<file path="src/rtl/leaf_router_buffered.sv">
// Leaf router with buffered ingress: one GPU port and NUM_SPINES spine links, each ingress
// FIFO-backed, each egress a holding register with valid/ready backpressure.
// Handshake: a beat moves on a port at a rising edge iff valid && ready on that edge; valid never depends on ready.

module leaf_router_fifo #(
  parameter int W     = 22,
  parameter int DEPTH = 8
) (
  input  logic         clk,
  input  logic         reset,
  input  logic         i_push,
  input  logic [W-1:0] i_data,
  input  logic         i_pop,
  output logic [W-1:0] o_head,
  output logic         o_full,
  output logic         o_empty
);
  localparam int AW = $clog2(DEPTH);

  logic [W-1:0] r_mem [DEPTH];
  logic [AW:0]  r_wptr;
  logic [AW:0]  r_rptr;
  logic         w_do_push;
  logic         w_do_pop;

  // Extra pointer bit separates full from empty when the index bits match.
  assign o_empty   = (r_wptr == r_rptr);
  assign o_full    = (r_wptr[AW] != r_rptr[AW]) && (r_wptr[AW-1:0] == r_rptr[AW-1:0]);
  assign w_do_push = i_push && !o_full;
  assign w_do_pop  = i_pop && !o_empty;
  assign o_head    = r_mem[r_rptr[AW-1:0]];

  always_ff @(posedge clk) begin
    if (w_do_push && !reset) r_mem[r_wptr[AW-1:0]] <= i_data;
  end

  always_ff @(posedge clk) begin
    if (reset) begin
      r_wptr <= '0;
      r_rptr <= '0;
    end else begin
      if (w_do_push) r_wptr <= r_wptr + (AW+1)'(1);
      if (w_do_pop)  r_rptr <= r_rptr + (AW+1)'(1);
    end
  end
endmodule

module leaf_router_buffered #(
  parameter int         DWIDTH     = 16,
  parameter int         FIFO_DEPTH = 8,
  parameter int         NUM_SPINES = 4,
  parameter logic [3:0] GROUP_ID   = 4'b0001,
  parameter int         ROUTER_ID  = 3
) (
  input  logic                         clk,
  input  logic                         reset,
  input  logic                         arb_enable,
  input  logic [DWIDTH-1:0]            gpu_in_data,
  input  logic                         gpu_in_valid,
  output logic                         gpu_in_ready,
  input  logic [5:0]                   gpu_dest_addr,
  output logic [DWIDTH-1:0]            gpu_out_data,
  output logic                         gpu_out_valid,
  input  logic                         gpu_out_ready,
  input  logic [NUM_SPINES*DWIDTH-1:0] spine_in_data,
  input  logic [NUM_SPINES-1:0]        spine_in_valid,
  output logic [NUM_SPINES-1:0]        spine_in_ready,
  input  logic [NUM_SPINES*6-1:0]      spine_dest_addr,
  output logic [NUM_SPINES*DWIDTH-1:0] spine_out_data,
  output logic [NUM_SPINES-1:0]        spine_out_valid,
  input  logic [NUM_SPINES-1:0]        spine_out_ready,
  output logic [NUM_SPINES-1:0]        spine_fifo_in_full,
  output logic [NUM_SPINES-1:0]        spine_fifo_in_empty,
  output logic                         gpu_fifo_in_full,
  output logic                         gpu_fifo_in_empty,
  output logic                         crossbar_busy,
  output logic [2:0]                   current_grant,
  output logic [1:0]                   routing_direction,
  output logic [7:0]                   drop_count
);
  localparam int         NR  = NUM_SPINES + 1;
  localparam int         EW  = DWIDTH + 6;
  localparam logic [1:0] RID = 2'(ROUTER_ID);

  function automatic logic is_local(input logic [5:0] d);
    return (d[5:2] == GROUP_ID) && (d[1:0] == RID);
  endfunction

  logic [EW-1:0]         w_gpu_head;
  logic                  w_gpu_local;
  logic                  w_gpu_pop;
  logic [1:0]            w_gpu_tgt;
  logic                  w_gpu_tgt_free;
  logic                  w_gpu_to_spine;
  logic [EW-1:0]         w_sp_head [NUM_SPINES];
  logic [NUM_SPINES-1:0] w_sp_local;
  logic [NUM_SPINES-1:0] w_sp_free;
  logic [NUM_SPINES-1:0] w_sp_drop;
  logic [NUM_SPINES-1:0] w_sp_pop;
  logic [NUM_SPINES-1:0] w_sp_load;
  logic [NR-1:0]         w_req;
  logic                  w_found;
  logic [2:0]            w_winner;
  logic                  w_gpu_load;
  logic [DWIDTH-1:0]     w_gpu_load_data;
  logic [8:0]            w_drop_sum;
  logic [7:0]            w_drop_next;

  logic                  r_gpu_valid;
  logic [DWIDTH-1:0]     r_gpu_data;
  logic [2:0]            r_ptr;
  logic [2:0]            r_grant;
  logic [1:0]            r_dir;
  logic [7:0]            r_drop;

  leaf_router_fifo #(.W(EW), .DEPTH(FIFO_DEPTH)) u_gpu_fifo (
    .clk     (clk),
    .reset   (reset),
    .i_push  (gpu_in_valid),
    .i_data  ({gpu_dest_addr, gpu_in_data}),
    .i_pop   (w_gpu_pop),
    .o_head  (w_gpu_head),
    .o_full  (gpu_fifo_in_full),
    .o_empty (gpu_fifo_in_empty)
  );

  assign gpu_in_ready = !gpu_fifo_in_full;
  assign w_gpu_local  = is_local(w_gpu_head[EW-1:DWIDTH]);
  // Spine index is the low dest bits; the mask collapses to spine 0 when there is one link.
  assign w_gpu_tgt    = w_gpu_head[DWIDTH+1:DWIDTH] & 2'(NUM_SPINES - 1);

  for (genvar g = 0; g < NUM_SPINES; g++) begin : g_spine
    logic              r_valid;
    logic [DWIDTH-1:0] r_data;

    leaf_router_fifo #(.W(EW), .DEPTH(FIFO_DEPTH)) u_fifo (
      .clk     (clk),
      .reset   (reset),
      .i_push  (spine_in_valid[g]),
      .i_data  ({spine_dest_addr[g*6 +: 6], spine_in_data[g*DWIDTH +: DWIDTH]}),
      .i_pop   (w_sp_pop[g]),
      .o_head  (w_sp_head[g]),
      .o_full  (spine_fifo_in_full[g]),
      .o_empty (spine_fifo_in_empty[g])
    );

    assign spine_in_ready[g] = !spine_fifo_in_full[g];
    assign w_sp_local[g]     = is_local(w_sp_head[g][EW-1:DWIDTH]);
    assign w_sp_free[g]      = !r_valid || spine_out_ready[g];
    // Misrouted spine traffic has no egress; it is discarded whenever transfers are enabled.
    assign w_sp_drop[g]      = arb_enable && !spine_fifo_in_empty[g] && !w_sp_local[g];
    assign w_sp_pop[g]       = w_sp_drop[g] || (w_gpu_load && (w_winner == 3'(g + 1)));
    assign w_sp_load[g]      = w_gpu_to_spine && (w_gpu_tgt == 2'(g));

    assign spine_out_valid[g]                   = r_valid;
    assign spine_out_data[g*DWIDTH +: DWIDTH]   = r_data;

    always_ff @(posedge clk) begin
      if (reset) begin
        r_valid <= 1'b0;
        r_data  <= '0;
      end else if (w_sp_load[g]) begin
        r_valid <= 1'b1;
        r_data  <= w_gpu_head[DWIDTH-1:0];
      end else if (spine_out_ready[g]) begin
        r_valid <= 1'b0;
      end
    end
  end

  always_comb begin
    w_gpu_tgt_free = 1'b0;
    for (int i = 0; i < NUM_SPINES; i++) begin
      if (w_gpu_tgt == 2'(i)) w_gpu_tgt_free = w_sp_free[i];
    end
  end

  assign w_gpu_to_spine = arb_enable && !gpu_fifo_in_empty && !w_gpu_local && w_gpu_tgt_free;

  always_comb begin
    w_req    = '0;
    w_req[0] = !gpu_fifo_in_empty && w_gpu_local;
    for (int i = 0; i < NUM_SPINES; i++) begin
      w_req[i+1] = !spine_fifo_in_empty[i] && w_sp_local[i];
    end
  end

  // Round robin: first requester at or above the pointer, otherwise the lowest one below it.
  always_comb begin
    w_found  = 1'b0;
    w_winner = '0;
    for (int j = 0; j < NR; j++) begin
      if (!w_found && w_req[j] && (j >= int'(r_ptr))) begin
        w_found  = 1'b1;
        w_winner = 3'(j);
      end
    end
    for (int j = 0; j < NR; j++) begin
      if (!w_found && w_req[j]) begin
        w_found  = 1'b1;
        w_winner = 3'(j);
      end
    end
  end

  assign w_gpu_load = arb_enable && (!r_gpu_valid || gpu_out_ready) && w_found;
  assign w_gpu_pop  = (w_gpu_load && (w_winner == 3'd0)) || w_gpu_to_spine;

  always_comb begin
    w_gpu_load_data = w_gpu_head[DWIDTH-1:0];
    for (int i = 0; i < NUM_SPINES; i++) begin
      if (w_winner == 3'(i + 1)) w_gpu_load_data = w_sp_head[i][DWIDTH-1:0];
    end
  end

  always_comb begin
    w_drop_sum = {1'b0, r_drop};
    for (int i = 0; i < NUM_SPINES; i++) begin
      w_drop_sum = w_drop_sum + 9'(w_sp_drop[i]);
    end
  end

  assign w_drop_next = w_drop_sum[8] ? 8'hFF : w_drop_sum[7:0];

  always_ff @(posedge clk) begin
    if (reset) begin
      r_gpu_valid <= 1'b0;
      r_gpu_data  <= '0;
      r_ptr       <= '0;
      r_grant     <= '0;
      r_dir       <= 2'b00;
      r_drop      <= '0;
    end else begin
      if (w_gpu_load) begin
        r_gpu_valid <= 1'b1;
        r_gpu_data  <= w_gpu_load_data;
        r_grant     <= w_winner;
        r_ptr       <= (w_winner == 3'(NUM_SPINES)) ? 3'd0 : w_winner + 3'd1;
      end else if (gpu_out_ready) begin
        r_gpu_valid <= 1'b0;
      end
      r_dir  <= {w_gpu_load, w_gpu_to_spine};
      r_drop <= w_drop_next;
    end
  end

  assign gpu_out_valid     = r_gpu_valid;
  assign gpu_out_data      = r_gpu_data;
  assign current_grant     = r_grant;
  assign routing_direction = r_dir;
  assign drop_count        = r_drop;
  assign crossbar_busy     = !gpu_fifo_in_empty || !(&spine_fifo_in_empty)
                             || r_gpu_valid || (|spine_out_valid);
endmodule

</file>
<file path="config.mk">
export PLATFORM = sky130hd
export DESIGN_NAME = leaf_router_buffered
export DESIGN_NICKNAME = d
export VERILOG_FILES = /design/src/rtl/leaf_router_buffered.sv
export SDC_FILE = /design/constraint.sdc
export NUM_CORES = 1
export LEC_CHECK = 0
export BUFFER_PORTS_ARGS = -buffer_cell sky130_fd_sc_hd__buf_2
export CAP_MARGIN = 20
export CORE_MARGIN = 5
export CORE_UTILIZATION = 54
export CTS_CLUSTER_DIAMETER = 60
export DETAILED_ROUTE_END_ITERATION = 8
export GPL_TIMING_DRIVEN = 0
export PLACE_DENSITY = 0.78
export RECOVER_POWER = 25
export SLEW_MARGIN = 0
export SYNTH_ARGS = -nofsm -noshare
export SYNTH_HDL_FRONTEND = slang
export SYNTH_SLANG_ARGS = --single-unit
</file>
<file path="constraint.sdc">
create_clock -name clk -period 4.2 [get_ports clk]
set_clock_uncertainty 0.2 [all_clocks]
set_input_delay 1.26 -clock clk [delete_from_list [all_inputs] [get_ports clk]]
set_output_delay 1.26 -clock clk [all_outputs]
set_load 0.01 [all_outputs]
</file>
; ---- Yosys cells after proc, flatten, opt, wreduce, memory -nomap -nowiden
; Memories as Yosys holds them, arrays and structs flattened. A register that Yosys moved wholly into a read port is not among the register bits.
; Index checks and enable logic that the tools add are counted.
; Widths: inputs -> output; s select.
[word_totals]
ram_bits = 880
input_bits = 123
mem_count = 5
wordCells = 258
out_inout_bits = 114
regBits = 141
[mem_list]
columns = name, words, word_bits, read_ports, rd_ports_with_merged_regs, write_ports, line
row1 = g_spine[0].u_fifo.r_mem, 8, 22, 1, 1, 1, 20  ; logic [W-1:0] r_mem [DEPTH];
row2 = g_spine[1].u_fifo.r_mem, 8, 22, 1, 1, 1, 20
row3 = g_spine[2].u_fifo.r_mem, 8, 22, 1, 1, 1, 20
row4 = g_spine[3].u_fifo.r_mem, 8, 22, 1, 1, 1, 20
row5 = u_gpu_fifo.r_mem, 8, 22, 1, 1, 1, 20
[classes]
mux = 59
n_eq_ne = 31
reduce_logical = 119
n_addsub = 15
n_lt_le_gt_ge = 5
[ops]
columns = operator, count
row1 = $logic_and 1x1->1, 66
row2 = $mux 16, 4
row3 = $mux 3, 19
row4 = $add 4x1->4 const B, 10
row5 = $mux 1, 35
row6 = $logic_not 1->1, 31
row7 = $add 9x1->9, 3
row8 = $eq 4x1->1 const B, 5
row9 = $eq 4x4->1, 5
row10 = $eq 3x3->1, 5
row11 = $logic_or 1x1->1, 13
row12 = $eq 2x2->1 const B, 6
row13 = $reduce_bool 2->1, 5
row14 = $add 8x1->9, 1
row15 = $mux 8, 1
row16 = $eq 3x2->1 const B, 2
row17 = $ge 1x3->1 const A, 2
row18 = $ge 2x3->1 const A, 2
row19 = $ne 1x1->1, 5
row20 = $reduce_and 4->1, 1
row21 = $reduce_or 4->1, 1
row22 = $add 3x1->3 const B, 1
row23 = $eq 3x1->1 const B, 1
row24 = $eq 3x3->1 const B, 1
row25 = 4 further kinds, 4

; ---- Logic depth before layout (Yosys ltp)
; Gate-level depths: netlist of run 1.
[logic_depth]
depth_word = 42
depth_mapped = 18
mapped_depth_nobuf = 14

; ---- By module
; A second synthesis of run 1 with hierarchy kept.
[hier_totals]
hier_cells = 2239
hier_area_um2 = 41474.8
[by_module_without_submodules]
columns = module, seq_area_each_um2, cells_per_inst, area_per_inst_um2, instances
row1 = leaf_router_fifo (g_spine[1].u_fifo ...), 5505.3, 338, 7333.3, 4
row2 = leaf_router_fifo (g_spine[0].u_fifo), 5505.3, 335, 7309.5, 1
row3 = leaf_router_buffered, 2021.9, 552, 4832.1, 1

; ---- Least setup slack after synthesis of run 1
; OpenSTA, ideal clock, no wires.
[synth_timing]
path_type = input port to flip-flop
startpoint = input port reset
endpoint = memory u_gpu_fifo.r_mem[6][0] (enable)
path_stages = 3
path_buffers = 2
arrival_time_ns = 3.881
setup_slack_ns = -0.338
setup_ns = 0.457
required_ns = 3.543
path_cell_list = clkbuf_1 -> clkbuf_1 -> nor4_1
[synth_via]
elab_chain_cells = 4
[synth_rtl]
columns = element, line
row1 = from (decl), 56  ; input logic reset,
row2 = $logic_not 1->1, 34  ; if (w_do_push && !reset) r_mem[r_wptr[AW-1:0]] <= i_data;
row3 = $logic_and 1x1->1, 34
row4 = $mux 1, 34
row5 = $mux 1 (implied by the code), 34
row6 = to (decl), 20
; Every way passes these cells.

==> impl_results.md, run 1 <==
- Fmax: 241 MHz
- Setup WS post-layout: roughly 0.048 ns
- Internal power: between 15 and 20 mW
- Kind of critical path: register to register
- Drt pass-1 iters: 6
- Syn nets: 2,328
- Share of cells above drive strength 1: 26.6%
- Max clock buf depth: 3
- Clock latency on the worst-skew pair: roughly 0.67 ns
- Routed wire length per instance: between 20 and 30 um
- Largest net degree at the start of global routing: 23
- Via count: around 22,000
- Min Hold Slack: ~0.3 ns
- Row count: just under 100
- DIE WIDTH: 280 um
- Pwr Density: around 530 nW/um2
- Switch share: a little over a quarter
- Vias per inst: approximately 6.1
- RSZ-0062 raised after global routing: true
- Finished Core Util: between 60% and 70%
- Layout area overhead: 18.1%
- Max FO, Critical Path: 10
- Largest cells by area after synthesis: edfxtp_1 (67%), mux4_2 (9.4%), dfxtp_1 (7.9%)
- Remaining global-route overflow: 0
- Count leader, synth: edfxtp_1
- Post-DP HPWL: approximately 66,000 um
- Net Sw Power: between 6 and 7 mW
- Initial antenna violation count: 20
- Num Clock Sinks: just over 1,000
- Yosys reg bits: approximately 1,000
- Share of Yosys cell area claimed by the top area cell type: ~67%
- Clk pin slew, worst setup/hold paths: around 0.060 ns
- Startpoint Class: register
- Final hold vios: 0
- Post-DP Area: approximately 43,000 um2
- Synth Flop Type: edfxtp_1
- Least-Margin Pin Slew: approximately 1.1 ns
- Design area: 46,600 um2
- Initial Util: 54.3%
- Gr usage total: approximately a quarter
- Minimum clock period: a little over 4 ns
- HP Class: register to register
- # hold bufs at CTS: 0
- LEAKAGE: between 15 and 20 nW
- Maxcap violations: 0
- # port buffers: about 240
- Synth async-reset ratio: 0%
- Area leader, netlist: edfxtp_1
- Residual DRC: 0
- Setup TNS: 0 ns
- Maximum VDD drop: between 300 and 400 uV
- Nets: 2,742
- Final Cycle Share: between 90% and 100%
- Global-route wire length before repair: 143,000 um
- Ys Warns: 0
- Chip height: approximately 280 um
- Clock group share of total power: a little over a third
- I/O pin cnt: 237
- Logic pwr share: 17.9%
- DR iter-0 viols: about 2,600
- Critical Path Sink Type: register
- Critical path data arrival time: roughly 4.6 ns
- Synth cell types: 70
- Status: completed
- Die ar.: about 80,000 um2
- Slew Limit Fails: 0
- Critical path required time: 4.60 ns
- CTS root buffer: clkbuf_16
- Setup WS pre-CTS: -1.22 ns
- Flop pwr share: roughly 47%
- Post-synth top cells: edfxtp_1 (880), nor2_1 (168), mux4_2 (165)
- Cts bufs inserted: 97
- Mapped cell area: about 40,000 um2
- Vias in the first global route: approximately 23,000
- Remaining antenna violation count after routing: 0
- Final setup fails: 0
- Number of H-tree levels: 3
- GPL Wtd Cong: about 0.89
- Sequential share of the synthesized area: between 70% and 80%
- Post-synth EDFFs: 880
- Routed Wire Length: 97,000 um
- Mean Syn Cell Area: approximately 18 um2
- CORE AREA: a little over 70,000 um2
- Slew HR: 22.4%
- Syn Inst Count: about 2,200
- CTS tree: yes
==> cell usage in the layout (no fill, tap or decap), types with 28 or more instances in the layout <==
cell type / Yosys / final
a211oi_1: 71 / 69
a21oi_1: 81 / 69
buf_2: 14 / 167
buf_4: 13 / 44
buf_6: 2 / 33
clkbuf_1: 72 / 142
clkbuf_16: 0 / 99
dfxtp_1: 156 / 155
edfxtp_1: 880 / 880
mux2i_1: 95 / 93
mux4_2: 165 / 165
nand2_1: 70 / 68
nor2_1: 168 / 160
xor2_1: 28 / 28
==> routing by layer <==
| metal | part of all wire (%) | GRT usage, % | routed length [um] | vias up |
|---|---|---|---|---|
| met5 | 0.11 | 0 | 105 | - |
| met4 | 3.8 | 9.19 | 3690 | 16 |
| met3 | 10 | 6.60 | 9860 | 201 |
| met2 | 49 | 38.6 | 47100 | 1140 |
| met1 | 37 | 32.7 | 36200 | 11400 |
| li1 | - | - | - | 9572 |
==> worst paths after layout <==
check                                          start                   end  slack [ns]  depth (start not counted)
worst max register to register              register      gpu_out_data[12]        0.05                         16
worst max-delay path                        register      gpu_out_data[12]        0.05                         16
worst min register to register  g_spine[2].r_data[4]  g_spine[2].r_data[4]        0.30                          2
worst min-delay path            g_spine[2].r_data[4]  g_spine[2].r_data[4]        0.30                          2
==> critical path: stages (launching register included) <==
cell and delay (ns):
dfxtp_2 0.40, clkbuf_8 0.23, mux4_2 0.29, mux2i_4 0.10
or2_1 0.27, or4_1 0.41, a211o_1 0.33, a31o_4 0.28
buf_8 0.12, inv_2 0.09, ha_4 0.17, nand2_4 0.06
o31a_1 0.35, clkbuf_4 0.22, a31oi_1 0.28, o21ai_2 0.13
a21oi_1 0.15
==> per-stage QoR <==
step	std cells	power, mW
finish	3656	24.6
floorplan	2189	14.3
global placement	3384	15.6
CTS	3633	24.4
global route	3649	25.4
detailed placement	3446	15.7
==> cell families (layout without fill, tap and decap cells) <==
| logic type | Yosys count | count (layout) | synth area share, % |
|---|---|---|---|
| AOI/OAI and AO/OA | 257 | 257 | 4.38 |
| xor gates and xnor gates | 43 | 43 | 0.955 |
| and+or+nand+nor | 421 | 421 | 5.54 |
| DFF | 1036 | 1036 | 74.9 |
| adders and majority gates | 16 | 16 | 0.565 |
| muxes | 263 | 263 | 12.0 |
| other | 0 | 12 | 0 |
| buffers and inverters | 153 | 649 | 1.67 |
==> layout make-up <==
type / instances / area (um2)
Tap cell: 959 / 1200
Clock buffer: 109 / 2490
Clock inverter: 72 / 612
Buffer: 121 / 608
Timing Repair Buffer: 319 / 2120
Sequential cell: 1036 / 29500
Inverter: 28 / 106
Multi-Input combinational cell: 1000 / 9880
Antenna cell: 12 / 30.0
Fill cell: 4745 / 26100
==> registers in the layout, indices dropped and copies added (netlist names), 8 cells and up, named ones only <==
signal and count:
g_spine.u_fifo.r_mem 704, u_gpu_fifo.r_mem 176, g_spine.r_data 64, g_spine.u_fifo.r_rptr 16, g_spine.u_fifo.r_wptr 16, gpu_out_data 16, drop_count 8
==> power by group through the flow <==
stage               logic, mW  clock network (mW)  registers [mW]
finish                   4.39                8.54            11.6
global route             4.64                9.12            11.6
CTS                      4.20                8.62            11.6
detailed placement       3.89                   0            11.8
global placement         3.74                   0            11.8
floorplan                2.45                   0            11.8
==> timing repair <==
action / 4_1_cts / 5_1_grt
setup endpoints to repair: 53 / 37
gates resized for setup: 87 / 41
buffers inserted: 9 / 6
gates cloned: 0 / 0
pin swaps: 5 / 9
Note: power is estimated with default switching activity, not from simulation.
==> inputs of run 2 (changes only) <==
- CORE_UTILIZATION: 54 -> 60
- PLACE_DENSITY: 0.78 -> 0.82
- clock period: 4.2 -> 4.4 ns (I/O delays scaled with it)
==> run 2 against run 1 <==
- critical path depth decreased by 3
- register-to-register slack improved by 0.03 ns
- worst hold slack got worse by 0.0024 ns
- critical endpoint is now drop_count[4]
- routed wire length increased by 4.1%
- global-route usage increased by 3.7 points
==> impl_results.md, run 2 (synthesized netlist as in run 1, its figures left out) <==
- Status: completed
- Initial Util: approximately 60%
- Hold Path Depth: 2
- Global-route wire length before repair: about 150,000 um
- Setup WS pre-CTS: -0.950 ns
- CTS tree: yes
- Critical Path Sink Type: register
- Commonest non-fill, non-tap cells in the layout: edfxtp_1 (880), buf_2 (169), mux4_2 (165)
- Vias per inst: between 6 and 7
- Kind of critical path: register to register
- CTS root buffer: clkbuf_16
- Min-Delay Startpoint: g_spine[1].r_data[9]
- Via count: approximately 23,000
- Worst hold endpoint: g_spine[1].r_data[9]
- Num Clock Sinks: between 1,000 and 1,500
- Final hold vios: 0
- Least-Margin Pin Slew: ~1.0 ns
- Maxcap violations: 0
- Routed Wire Length: 101,000 um
- Cts bufs inserted: 97
- HP Class: register to register
- Startpoint Class: register
- Residual DRC: 0
- Row count: 94
- Design area: 46,600 um2
- Maximum VDD drop: approximately 380 uV
- Remaining antenna violation count after routing: 0
- Clk pin slew, worst setup/hold paths: 0.06 ns
- DIE WIDTH: 266 um
- I/O pin cnt: ~240
- DR iter-0 viols: a little under 3,000
- Nets: about 2,700
- Critical path required time: 4.75 ns
- Die ar.: about 70,000 um2
- Drt pass-1 iters: 8
- R2R setup slack: between 0.08 and 0.09 ns
- Slew HR: between 30% and 40%
- Post-DP Area: between 40,000 and 50,000 um2
- Final Cycle Share: 98.2%
- Minimum clock period: approximately 4.3 ns
- LEAKAGE: approximately 15 nW
- FF-to-FF End: drop_count[4]
- Post-DP HPWL: around 67,000 um
- Routed wire length per instance: 28.4 um
- Max reg flops: 704
- # port buffers: 236
- Vias in the first global route: approximately 23,000
- FILL cells: about 3,700
- Max FO, Critical Path: 10
- Chip height: between 200 and 300 um
- R2R depth: 13
- Final setup fails: 0
- Remaining global-route overflow: 0
- GPL Wtd Cong: approximately 0.88
- Number of H-tree levels: 3
- Clock latency on the worst-skew pair: approximately 0.66 ns
- Initial antenna violation count: 16
- Largest net degree at the start of global routing: 23
- Fmax: roughly 230 MHz
- Max clock buf depth: 3
- Critical path data arrival time: 4.67 ns
- Gr usage total: between 20% and 30%
- Slew Limit Fails: 0
- Setup WS post-layout: 0.0808 ns
- Share of cells above drive strength 1: roughly a quarter
- Layout area overhead: 18.1%
- Commonest non-fill, non-tap cell in the layout: edfxtp_1
- CORE AREA: between 60,000 and 70,000 um2
- Pwr Density: 513 nW/um2
-- run 2: cell types whose count changed in the layout (fill, tap and decap cells not counted), moves of 9 or more --
| cell | change |
|---|---|
| clkbuf_8 | +20 |
| clkinv_1 | -20 |
| clkbuf_1 | +16 |
| buf_4 | -13 |
| buf_6 | +9 |
| clkinv_2 | -9 |
-- run 2: worst max path at each step --
| stage | end | slack [ns] | cells past startpoint | from |
|---|---|---|---|---|
| after floorplan | g_spine[0].u_fifo.r_mem[3][0] | -0.19 | 3 | reset |
| after global placement | g_spine[0].u_fifo.r_mem[3][6] | -2.52 | 4 | reset |
| after detailed placement | gpu_out_data[6] | -0.95 | 17 | register |
| after CTS | gpu_out_data[14] | 0.001 | 17 | register |
| after global routing | drop_count[4] | -0.02 | 13 | register |
| final | drop_count[4] | 0.08 | 13 | register |
-- run 2: final cells by class --
type	instances	area [um2]	area share [%]
clock inverters	33	435	0.935
repair buffers	316	2090	4.49
well taps	864	1080	2.32
diodes	11	27.5	0.0591
flip-flops and latches	1036	29600	63.4
plain buffers	122	602	1.29
multi-input cells	1000	9770	21.0
inverters	28	105	0.226
clock buffers	147	2920	6.28
-- run 2: per-layer routing --
metal / global-route usage (%) / vias up / share of wire (%)
li1: - / 9556 / -
met1: 37.5 / 11700 / 36
met2: 44.6 / 1445 / 49
met3: 6.58 / 291 / 9.8
met4: 12.3 / 8 / 4.8
met5: 0 / - / 0.049
-- run 2: metrics by stage --
stage	power (mW)	hold WS, ns	TNS (ns)	util (%)	cells
floorplan	13.6	0.270	-16.91	-	2189
finish	23.9	0.300	0	71.1	3557
detailed placement	15.0	0.288	-21.05	65.2	3355
CTS	23.8	0.297	0	70.9	3541
global route	24.7	0.325	-0.0172	71.1	3552
global placement	14.8	0.281	-982.86	63.7	3289
-- run 2: power by group --
part,switching (mW),internal [mW],total (mW)
clock network,3.53,5.17,8.70
logic,2.45,1.63,4.08
registers,0.187,10.9,11.1
-- run 2: what timing repair did --
action | 4_1_cts | 5_1_grt
gates resized for setup | 73 | 28
hold buffers | 0 | 0
pin swaps | 3 | 5
setup buffers | 8 | 0
setup endpoints to repair | 46 | 43
-- run 2: critical path, cell delays in order (launching register included) --
cell	delay, ns
dfxtp_1	0.35
buf_4	0.22
nand3b_1	0.14
o41a_1	0.34
a221o_1	0.36
o311a_4	0.21
and3_1	0.24
fa_1	0.50
inv_1	0.05
fa_1	0.41
fa_2	0.44
nor2_2	0.20
nand4_1	0.28
a21oi_1	0.28
